==> src/rtl/clkcfg_seq.sv <==
// clkcfg_seq: sequences core clock-config writes into altera_clock safely
module clkcfg_seq #(
    parameter int SETTLE_CYCLES = 1600000,
    parameter int RESET_CYCLES  = 16
) (
    input  logic       clock,
    input  logic       res,
    input  logic [7:0] cfg_req,
    input  logic       cfg_strobe,
    output logic [6:0] cfg_out,
    output logic       busy,
    output logic       done,
    output logic       soft_res
);
    localparam int CMAX = SETTLE_CYCLES > RESET_CYCLES ? SETTLE_CYCLES : RESET_CYCLES;
    localparam int CW = $clog2(CMAX + 1);
    localparam logic [CW-1:0] SETTLE_LAST = CW'(SETTLE_CYCLES - 1);
    localparam logic [CW-1:0] RESET_END = CW'(RESET_CYCLES);

    typedef enum logic [2:0] {IDLE, SETTLE, SWITCH, FINAL, RESET} state_t;

    state_t        state;
    logic [7:0]    req;
    logic [7:0]    pend;
    logic          pend_v;
    logic [CW-1:0] cnt;

    // A queued request takes priority over a fresh strobe when leaving FINAL
    logic [7:0] nreq;
    logic       take;
    logic [1:0] en_new;
    logic       noop;
    assign nreq   = pend_v ? pend : cfg_req;
    assign take   = pend_v | cfg_strobe;
    assign en_new = nreq[6:5] & ~cfg_out[6:5];
    assign noop   = nreq[6:0] == cfg_out && !nreq[7];

    // Sequencer: enable sources, settle, switch CLKSEL, drop unused sources, optional soft reset
    always_ff @(posedge clock) begin
        if (res) begin
            state    <= IDLE;
            cfg_out  <= '0;
            busy     <= 1'b0;
            done     <= 1'b0;
            soft_res <= 1'b0;
            cnt      <= '0;
            req      <= '0;
            pend     <= '0;
            pend_v   <= 1'b0;
        end else begin
            done <= 1'b0;
            if (cfg_strobe) begin
                pend   <= cfg_req;
                pend_v <= pend_v | (state != IDLE);
            end
            case (state)
                IDLE: begin
                    pend_v <= pend_v & cfg_strobe;
                    if (take) begin
                        req <= nreq;
                        if (noop) begin
                            done <= 1'b1;
                        end else begin
                            cfg_out <= {cfg_out[6:5] | nreq[6:5], nreq[4:3], cfg_out[2:0]};
                            busy    <= 1'b1;
                            state   <= |en_new ? SETTLE : SWITCH;
                        end
                    end
                end
                SETTLE: begin
                    cnt   <= cnt == SETTLE_LAST ? '0 : cnt + 1'b1;
                    state <= cnt == SETTLE_LAST ? SWITCH : SETTLE;
                end
                SWITCH: begin
                    cfg_out <= {cfg_out[6:5] | req[6:5], req[4:0]};
                    state   <= FINAL;
                end
                FINAL: begin
                    cfg_out <= req[6:0];
                    done    <= 1'b1;
                    busy    <= req[7];
                    state   <= req[7] ? RESET : IDLE;
                end
                RESET: begin
                    if (cnt == RESET_END) begin
                        cnt      <= '0;
                        soft_res <= 1'b0;
                        busy     <= 1'b0;
                        pend_v   <= 1'b0;
                        state    <= IDLE;
                    end else begin
                        soft_res <= 1'b1;
                        cnt      <= cnt + 1'b1;
                    end
                end
                default: state <= IDLE;
            endcase
        end
    end
endmodule
==> config.mk <==
export PLATFORM = sky130hd
export DESIGN_NAME = clkcfg_seq
export DESIGN_NICKNAME = d
export VERILOG_FILES = /design/src/rtl/clkcfg_seq.sv
export SDC_FILE = /design/constraint.sdc
export NUM_CORES = 1
export LEC_CHECK = 0
export ABC_AREA = 1
export CAP_MARGIN = 20
export CORE_MARGIN = 4
export CORE_UTILIZATION = 55
export CTS_BUF_LIST = sky130_fd_sc_hd__clkbuf_4 sky130_fd_sc_hd__clkbuf_8
export DETAILED_ROUTE_END_ITERATION = 8
export PLACE_DENSITY = 0.79
export SLEW_MARGIN = 20
export SYNTH_ARGS = -nofsm -noshare
export SYNTH_HDL_FRONTEND = slang
export SYNTH_SLANG_ARGS = --single-unit
==> constraint.sdc <==
create_clock -name clock -period 1.8 [get_ports clock]
set_clock_uncertainty 0.1 [all_clocks]
set_input_delay 0.36 -clock clock [delete_from_list [all_inputs] [get_ports clock]]
set_output_delay 0.36 -clock clock [all_outputs]
set_load 0.02 [all_outputs]
==> results of run 1 <==
-- placed cells by master, fill, tap and decap left out, types with 2 or more instances in the layout --
cell type | Yosys | routed
a21oi_1 | 21 | 21
a31oi_1 | 3 | 2
buf_4 | 0 | 34
clkbuf_8 | 0 | 6
clkdlybuf4s50_1 | 0 | 14
clkinv_2 | 1 | 2
dfxtp_1 | 51 | 48
dfxtp_2 | 0 | 2
dlygate4sd2_1 | 0 | 4
dlymetal6s2s_1 | 0 | 2
ha_1 | 4 | 3
inv_1 | 61 | 60
inv_2 | 4 | 4
mux2i_1 | 2 | 2
nand2_1 | 71 | 70
nand2_2 | 5 | 4
nand2_4 | 1 | 3
nand3_1 | 24 | 22
nand3_2 | 3 | 5
nand4_1 | 15 | 15
nor2_1 | 54 | 49
nor2_2 | 16 | 18
nor2_4 | 2 | 5
nor3_1 | 10 | 8
nor3_2 | 0 | 2
o21ai_0 | 30 | 29
o21ai_2 | 1 | 4
xor2_1 | 12 | 12
-- kinds of logic (layout without fill, tap and decap cells) --
| group | Yosys count | count (layout) | share of synthesized area [%] |
|---|---|---|---|
| AO/OA/AOI/OAI | 60 | 60 | 11.16 |
| XOR/XNOR | 12 | 12 | 3.750 |
| adder cells (fa/ha/maj) | 4 | 4 | 1.786 |
| buffers and inverters | 75 | 130 | 11.52 |
| flip-flops | 51 | 51 | 36.43 |
| multiplexers | 2 | 2 | 0.7143 |
| AND/OR/NAND/NOR | 206 | 206 | 34.64 |
-- worst paths after layout --
check / from / to
worst max-delay path: pend_v$_SDFF_PP0_ / state[0]$_SDFFE_PP0P_
worst min-delay path: cfg_req[5] / pend[5]$_SDFFE_PP0P_
worst max register to register: pend_v$_SDFF_PP0_ / state[0]$_SDFFE_PP0P_
worst min register to register: req[6]$_SDFFE_PP0P_ / req[6]$_SDFFE_PP0P_
-- registers in the layout (all words and copies together), names as in the netlist --
name,flops
soft_res,1
pend_v,1
pend,8
state,3
done,1
cnt,21
busy,1
req,8
cfg_out,7
-- final cells by class --
class	count	area (um2)	share of cell area (%)
multi-input cells	284	1551	44.14
clock buffers	6	82.58	2.350
repair buffers	57	511.7	14.56
clock inverters	1	5.005	0.1424
well taps	67	83.83	2.385
inverters	66	252.7	7.191
flip-flops and latches	51	1027	29.23
-- what timing repair did --
| item | 4_1_cts | 5_1_grt |
|---|---|---|
| setup buffers | 7 | 2 |
| cloned | 0 | 1 |
| pin swaps | 5 | 11 |
| setup endpoints to repair | 10 | 28 |
| resized for setup | 8 | 25 |
-- per-stage QoR --
| step | power (W) | setup slack (ps) | instance area, um2 |
|---|---|---|---|
| global placement | 0.003143 | -432.4 | 3254 |
| CTS | 0.003898 | -145.2 | 3400 |
| global route | 0.004294 | -247.9 | 3515 |
| finish | 0.004016 | -143.9 | 3515 |
| detailed placement | 0.003183 | -498.0 | 3254 |
| floorplan | 0.002593 | -67.13 | 2806 |
-- power breakdown --
group          switching (W)  internal [W]
combinational        0.00109      0.000741
clock               0.000374      0.000303
sequential          0.000167       0.00135
total                0.00163       0.00239
-- worst register-to-register path: stages, from the launching register on --
cell,delay [ps]
dfxtp_4,380
mux2i_1,210
inv_1,80
ha_1,270
nand2_1,50
nor2_1,90
nand2_1,70
nor2_2,110
nand4_1,180
and2_4,200
nand3_1,60
nor2_1,40
-- metal layers --
layer  wire length, um  up-vias  part of all wire (%)  track usage [%]
met4               148        0                   2.1            8.591
met1              3292     1286                    46            31.71
li1                  -     1420                     -                -
met3               550       21                   7.7            4.853
met5                 0        -                     0                0
met2              3192      122                    44            35.44
==> qor.yml, run 1 <==
status:
  status: "finished, violations left"
  violations: "negative setup slack"
pwr:
  p_per_area_nw_per_um2: 1143
  cellLeakagePower_nw: 1.545
  ir_worst_vdd_mv: 0.6672
timing:
  max_freq_mhz: 514.4
  relSlewSlack_pct: 75.25
  fin_crit_ps: 1944
  fin_ws_ps: -143.9
  whs_ps: 327.9
  worstMarginPinSlew_ps: 370.9
  setup_viol: 21
  rsz0062_at_grt: "yes"
  hold_violations: 0
  slew_violations: 0
  fin_crit_sh_pct: 108.0
  fin_setup_tns_ps: -970.8
setup_path:
  critPathSlowestCell: "dfxtp_4"
  slowest_delay_ps: 380
  crit_required_ps: 1900
  arrival_ps: 2040
  cp.depth: 11
  path_delay_family: "simple AND/OR/NAND/NOR gates"
  crit_path_start_kind: "flip-flop"
  critical_path.max_fanout: 4
  rr_worst_depth: 11
  crit_path_end_kind: "flip-flop"
  worst-setup-path-type: "flip-flop to flip-flop"
  path_buf_inv: 1
  rrSetupSlack_ps: -140
  crit_chain: "mux2i_1 -> inv_1 -> ha_1 -> nand2_1 -> nor2_1 -> nand2_1 -> nor2_2 -> nand4_1 -> and2_4 -> nand3_1 -> nor2_1"
synthesis:
  yosysSeqAreaShare_pct: 36.43
  netlist_instances: 410
  syn-cell-area_um2: 2803
  yosys-top-cells-area: "dfxtp_1, nand2_1, inv_1"
  synth_ff_type: "dfxtp_1"
  ys_warn_count: 0
  synth_area_leader_cell: "dfxtp_1"
  synth.top_cells.by_count: "nand2_1, inv_1, nor2_1, dfxtp_1, o21ai_0"
  synth-edff-count: 0
  async_flop_share_pct: 0
  yosysMostFrequentCell: "nand2_1"
  syn-num-nets: 425
  synth_cell_types: 33
  ys_seq_elements: 51
  yosysTopAreaCellShare_pct: 36.43
  syn_area_per_cell_um2: 6.836
floorplanning:
  ioPinCount: 21
  core_area_um2: 4817
  start_util_pct: 58.18
  die_y_um: 79.39
  num_rows: 25
  die_w_um: 79.39
  die_area_um2: 6302
cts:
  cts.htree.levels: 2
  clockBufferDepth: 2
  cts_sinks: 51
  cts_buffers: 5
  clk_pin_slew_ps: 90
  cts_tree: "yes"
  cts-root-buf: "clkbuf_8"
  cts-hold-fix-buffers: 0
  clock_insertion_delay_worst_skew_ps: 310
placed_design:
  gp_congestion: 0.8981
  place_inst: 518
  portBuffers: 20
  post-dp-hpwl_mm: 4.919
cells_and_area:
  area_growth_pct: 25.40
  drive_gt1_share_pct: 21.29
  n_antenna_cell: 0
  layout.cells.non_filler: 532
  nets: 480
  post-route-util_pct: 72.96
  fillers: 385
route:
  wl_per_cell_um: 13.50
  antenna_left: 0
  drcViolationCount: 0
  num_vias: 2849
  drtPass1Iterations: 4
  drt_iter0_drc: 337
  routed_wl_mm: 7.184
  via_per_inst: 5.355
min_path:
  whs_path_depth: 3
  hold_path.class: "input pin to flip-flop"
grt:
  grt_use_total_pct: 23.03
  gr-total-overflow: 0
  grt_pass1_vias: 2599
  grt_pass1_wl_mm: 11.64
  grt_max_degree: 15
  antenna_found_initial: 0
flow_run:
  cap_violations: 0
No activity file was read; power rests on OpenSTA's default activity.
==> run 2: changes to the inputs <==
- SETUP_SLACK_MARGIN: unset -> 0.1
==> run 2 against run 1 <==
Total power shrank 0.47%. Global-route usage grew 0.65 points. Fmax grew 0.41%. Non-clock buffer count grew 7. Via count grew 2.5%. Clock power shrank 2%. Highest routed layer unchanged. Flip-flop and latch count is the same. Setup slack gained 8.0 ps. Count of clock-buffer cells in the layout is the same. Final cell count grew 1.5%. The flow still finishes with violations (negative setup slack).
==> qor.yml, run 2 (synthesis results as in run 1) <==
floorplanning:
  die_w_um: 79.39
  ioPinCount: 21
  die_area_um2: 6302
  die_y_um: 79.39
  core_area_um2: 4817
  start_util_pct: 58.18
  num_rows: 25
setup_path:
  crit_required_ps: 1900
  crit_chain: "mux2i_2 -> inv_1 -> ha_1 -> nand2_1 -> nor2_1 -> nand2_1 -> nor2_2 -> nand4_1 -> and2_4 -> nand3_2 -> nor2_1"
  worst-setup-path-type: "flip-flop to flip-flop"
  path_delay_family: "simple AND/OR/NAND/NOR gates"
  critical_path.max_fanout: 4
  critPathSlowestCell: "dfxtp_4"
  arrival_ps: 2030
  crit_path_end_kind: "flip-flop"
  path_buf_inv: 1
  cp-startpoint: "pend_v$_SDFF_PP0_"
  crit_path_start_kind: "flip-flop"
  r2r_start: "pend_v$_SDFF_PP0_"
  slowest_delay_ps: 390
cts:
  cts_buffers: 5
  cts-hold-fix-buffers: 0
  cts_tree: "yes"
  clockBufferDepth: 2
  clk_pin_slew_ps: 90
  cts-root-buf: "clkbuf_8"
  cts_sinks: 51
  cts.htree.levels: 2
  clock_insertion_delay_worst_skew_ps: 300
grt:
  grt_pass1_vias: 2709
  grt_pass1_wl_mm: 12.14
  antenna_found_initial: 0
  grt_max_degree: 16
  grt_use_total_pct: 23.68
  gr-total-overflow: 0
pwr:
  p_clk_share_pct: 16.7
  p_sw_w: 0.001642
  swShare_pct: 41.08
  ir_worst_vdd_mv: 0.6494
  cellLeakagePower_nw: 1.659
  p_per_area_nw_per_um2: 1090
  p_total_w: 0.003997
  p_seq_share_pct: 37.7
  comb_power_share_pct: 45.6
  p_int_w: 0.002355
route:
  highest_layer: "met4"
  antenna_left: 0
  drtPass1Iterations: 5
  routed_wl_mm: 7.315
  drcViolationCount: 0
  wl_met3_um: 514
  via_per_inst: 5.406
  met1_length_mm: 3.350
  num_vias: 2919
  drt_iter0_drc: 345
  wl_met2_mm: 3.309
  wl_per_cell_um: 13.55
status:
  violations: "negative setup slack"
  status: "finished, violations left"
timing:
  fin_crit_ps: 1936
  worstMarginPinSlew_ps: 428.4
  fin_crit_sh_pct: 107.5
  setup_viol: 21
  hold_violations: 0
  max_freq_mhz: 516.6
  relSlewSlack_pct: 71.41
  whs_ps: 358.9
  fin_ws_ps: -135.9
  rsz0062_at_grt: "yes"
  slew_violations: 0
placed_design:
  placed_cell_area_um2: 3224
  place_inst: 514
  portBuffers: 20
  post-dp-hpwl_mm: 4.865
  gp_congestion: 0.9248
min_path:
  hold_path.class: "input pin to flip-flop"
  worstHoldStart: "cfg_req[5]"
cells_and_area:
  area_growth_pct: 30.89
  fillers: 363
  largest_reg_flops: 21
  reg_top3: "cnt (21), pend (8), req (8)"
  seqCellArea_um2: 1031
  multiInputGateArea_um2: 1640
  layout.cells.non_filler: 540
  layout.cells.most_common: "nand2_1"
  drive_gt1_share_pct: 25.37
  top_register: "cnt"
  final_cell_mix: "nand2_1, inv_1, nor2_1"
  nets: 487
  final_area_um2: 3669
  n_antenna_cell: 0
flow_run:
  cap_violations: 0
[run 2: area by class of cell]
cell class	count	area share [%]
clock buffers	6	2.080
repair buffers	64	15.69
inverters	66	6.787
clock inverters	2	0.3411
multi-input cells	284	44.71
flip-flops and latches	51	28.10
well taps	67	2.285
[run 2: repair_timing]
item | in CTS | in global routing
buffers inserted | 12 | 8
gates cloned | 1 | 0
resized for setup | 31 | 35
setup endpoints to repair | 30 | 30
pin swaps | 10 | 22
[run 2: routing by layer]
metal  vias to the layer above  track usage (%)
met2                       120            37.54
met5                         -                0
met4                         0            6.357
met1                      1338            33.31
met3                        27            3.950
li1                       1434                -
[run 2: final timing paths]
kind,end,slack (ps),depth (start not counted)
hold reg to reg,cfg_out[0]$_SDFFE_PP0P_,360,2
hold / removal,pend[5]$_SDFFE_PP0P_,360,3
setup / recovery,state[1]$_SDFFE_PP0P_,-140,11
setup reg to reg,state[1]$_SDFFE_PP0P_,-140,11
[run 2: tightest hold or removal path, delay by kind of cell]
kind,cells,cell delay (ps)
buffers and inverters,1,220
and+or+nand+nor,2,140
[run 2: power by group through the flow]
stage / logic [W] / registers (W) / clock network [W]
CTS: 0.00170 / 0.00150 / 0.000680
global placement: 0.00162 / 0.00151 / 0
finish: 0.00182 / 0.00151 / 0.000666
global route: 0.00204 / 0.00154 / 0.000718
floorplan: 0.00101 / 0.00158 / 0
detailed placement: 0.00166 / 0.00151 / 0
[run 2: stage by stage]
stage / setup TNS, ps / util (%) / setup slack (ps)
2_1_floorplan: -259.0 / - / -66.70
3_3_place_gp: -3016 / 66.94 / -432.2
3_5_place_dp: -3419 / 66.94 / -517.8
4_1_cts: -1254 / 72.49 / -154.3
5_1_grt: -3761 / 76.16 / -309.7
6_report: -1240 / 76.16 / -135.9
==> run 3: changes to the inputs <==
- CORE_UTILIZATION: 55 -> 40
- CTS_CLUSTER_DIAMETER: unset -> 100
- PLACE_DENSITY: 0.79 -> unset
- clock period: 1.8 -> 1.6 ns (I/O delays scaled with it)
==> run 3 against run 2 <==
The flow still finishes with violations (negative setup slack). Combinational power grew 37%. Count of clock-buffer cells in the layout grew 2. Die area grew 33%. Via count shrank 2.9%. Critical path depth is the same. Critical endpoint unchanged. Largest cell class unchanged. Largest power group unchanged.
==> qor.yml, run 3 (synthesis results as in run 1) <==
grt:
  grt_use_total_pct: 19.27
  grt_pass1_wl_mm: 13.15
  antenna_found_initial: 0
  grt_max_degree: 24
  gr-total-overflow: 0
  grt_pass1_vias: 2888
timing:
  fin_crit_sh_pct: 118.9
  max_freq_mhz: 525.5
  fin_ws_ps: -303.0
  hold_violations: 0
  fin_setup_tns_ps: -3425
  whs_ps: 290.9
  slew_violations: 0
  worstMarginPinSlew_ps: 367.7
  setup_viol: 21
  relSlewSlack_pct: 75.23
  fin_crit_ps: 1903
  rsz0062_at_grt: "yes"
pwr:
  cellLeakagePower_nw: 1.809
  p_per_area_nw_per_um2: 1247
  ir_worst_vdd_mv: 0.8787
status:
  violations: "negative setup slack"
  status: "finished, violations left"
cells_and_area:
  post-route-util_pct: 59.80
  fillers: 652
  final_cell_mix: "buf_4, nand2_1, inv_1"
  top_register: "cnt"
  nets: 522
  drive_gt1_share_pct: 35.24
  area_growth_pct: 44.96
  final_area_um2: 4063
  layout.cells.most_common: "buf_4"
  largest_reg_flops: 21
  reg_top3: "cnt (21), pend (8), req (8)"
  n_antenna_cell: 0
placed_design:
  placed_cell_area_um2: 3603
  portBuffers: 20
  gp_congestion: 0.9198
  post-place-ws_ps: -648.4
  post-dp-hpwl_mm: 5.501
cts:
  cts-root-buf: "clkbuf_8"
  cts_tree: "yes"
  cts_buffers: 5
  clock_insertion_delay_worst_skew_ps: 310
  cts.htree.levels: 2
  clk_pin_slew_ps: 90
  clockBufferDepth: 2
  cts_sinks: 51
route:
  wl_per_cell_um: 12.44
  drtPass1Iterations: 4
  antenna_left: 0
  drcViolationCount: 0
  routed_wl_mm: 7.512
  num_vias: 2834
  via_per_inst: 4.692
  drt_iter0_drc: 58
setup_path:
  worst-setup-path-type: "flip-flop to flip-flop"
  r2r_start: "pend_v$_SDFF_PP0_"
  crit_required_ps: 1700
  arrival_ps: 2010
  critical_path.max_fanout: 3
  cp-startpoint: "pend_v$_SDFF_PP0_"
  crit_path_start_kind: "flip-flop"
  crit_path_end_kind: "flip-flop"
min_path:
  hold_path.class: "input pin to flip-flop"
  worstHoldStart: "cfg_req[5]"
floorplanning:
  die_y_um: 91.71
  num_rows: 30
  die_w_um: 91.71
  start_util_pct: 41.25
  die_area_um2: 8410
  core_area_um2: 6794
  ioPinCount: 21
flow_run:
  cap_violations: 0
-- run 3: repair_timing --
action,in CTS,in global routing
endpoints found under the hold margin,0,0
hold buffers,0,0
pin swaps,13,38
endpoints found under the setup margin,47,46
resized for setup,56,60
setup buffers,12,3
cloned,1,1
-- run 3: power by group --
part | internal, W | leakage, nW | switching, W | total, W
Sequential | 0.00153 | 0.423 | 0.000194 | 0.00172
Combinational | 0.00112 | 1.33 | 0.00137 | 0.00249
Clock | 0.000413 | 0.0549 | 0.000441 | 0.000855
Total | 0.00306 | 1.81 | 0.00201 | 0.00507
-- run 3: layout make-up --
cell class	instances	area (um2)	area share, %
inverter	66	259.0	6.375
multi-input combinational	284	1694	41.70
timing repair buffer	99	840.8	20.70
tap	96	120.1	2.957
clock buffer	8	103.9	2.556
sequential	51	1045	25.72
-- run 3: per-layer routing --
layer / share of wire [%] / GRT usage (%) / up-vias / wire, um
met1: 45 / 23.27 / 1294 / 3345
met5: 0 / 0 / - / 0
met3: 2.0 / 3.117 / 10 / 147
li1: - / - / 1503 / -
met2: 52 / 34.21 / 27 / 3870
met4: 2.0 / 7.178 / 0 / 149
-- run 3: worst max-delay path, cell delays in order, from the launching register on --
cell	delay, ps
dfxtp_4	370
mux2i_1	180
inv_1	80
ha_1	270
nand2_1	60
nor2_2	70
nand2_1	60
nor2_2	130
nand4_1	160
and2_4	220
nand3_2	50
nor2_1	40
-- run 3: per-stage QoR --
step	power, W	instances
after floorplan	0.002931	410
after global placement	0.003791	584
after detailed placement	0.003818	584
after CTS	0.004858	604
after global routing	0.005468	604
final	0.005068	604
-- run 3: path summary, 6_finish.rpt --
path	cells after the start	slack, ps	end
setup / recovery	11	-300	state[1]$_SDFFE_PP0P_
hold / removal	3	290	pend[5]$_SDFFE_PP0P_
setup reg to reg	11	-300	state[1]$_SDFFE_PP0P_
hold reg to reg	2	350	req[6]$_SDFFE_PP0P_
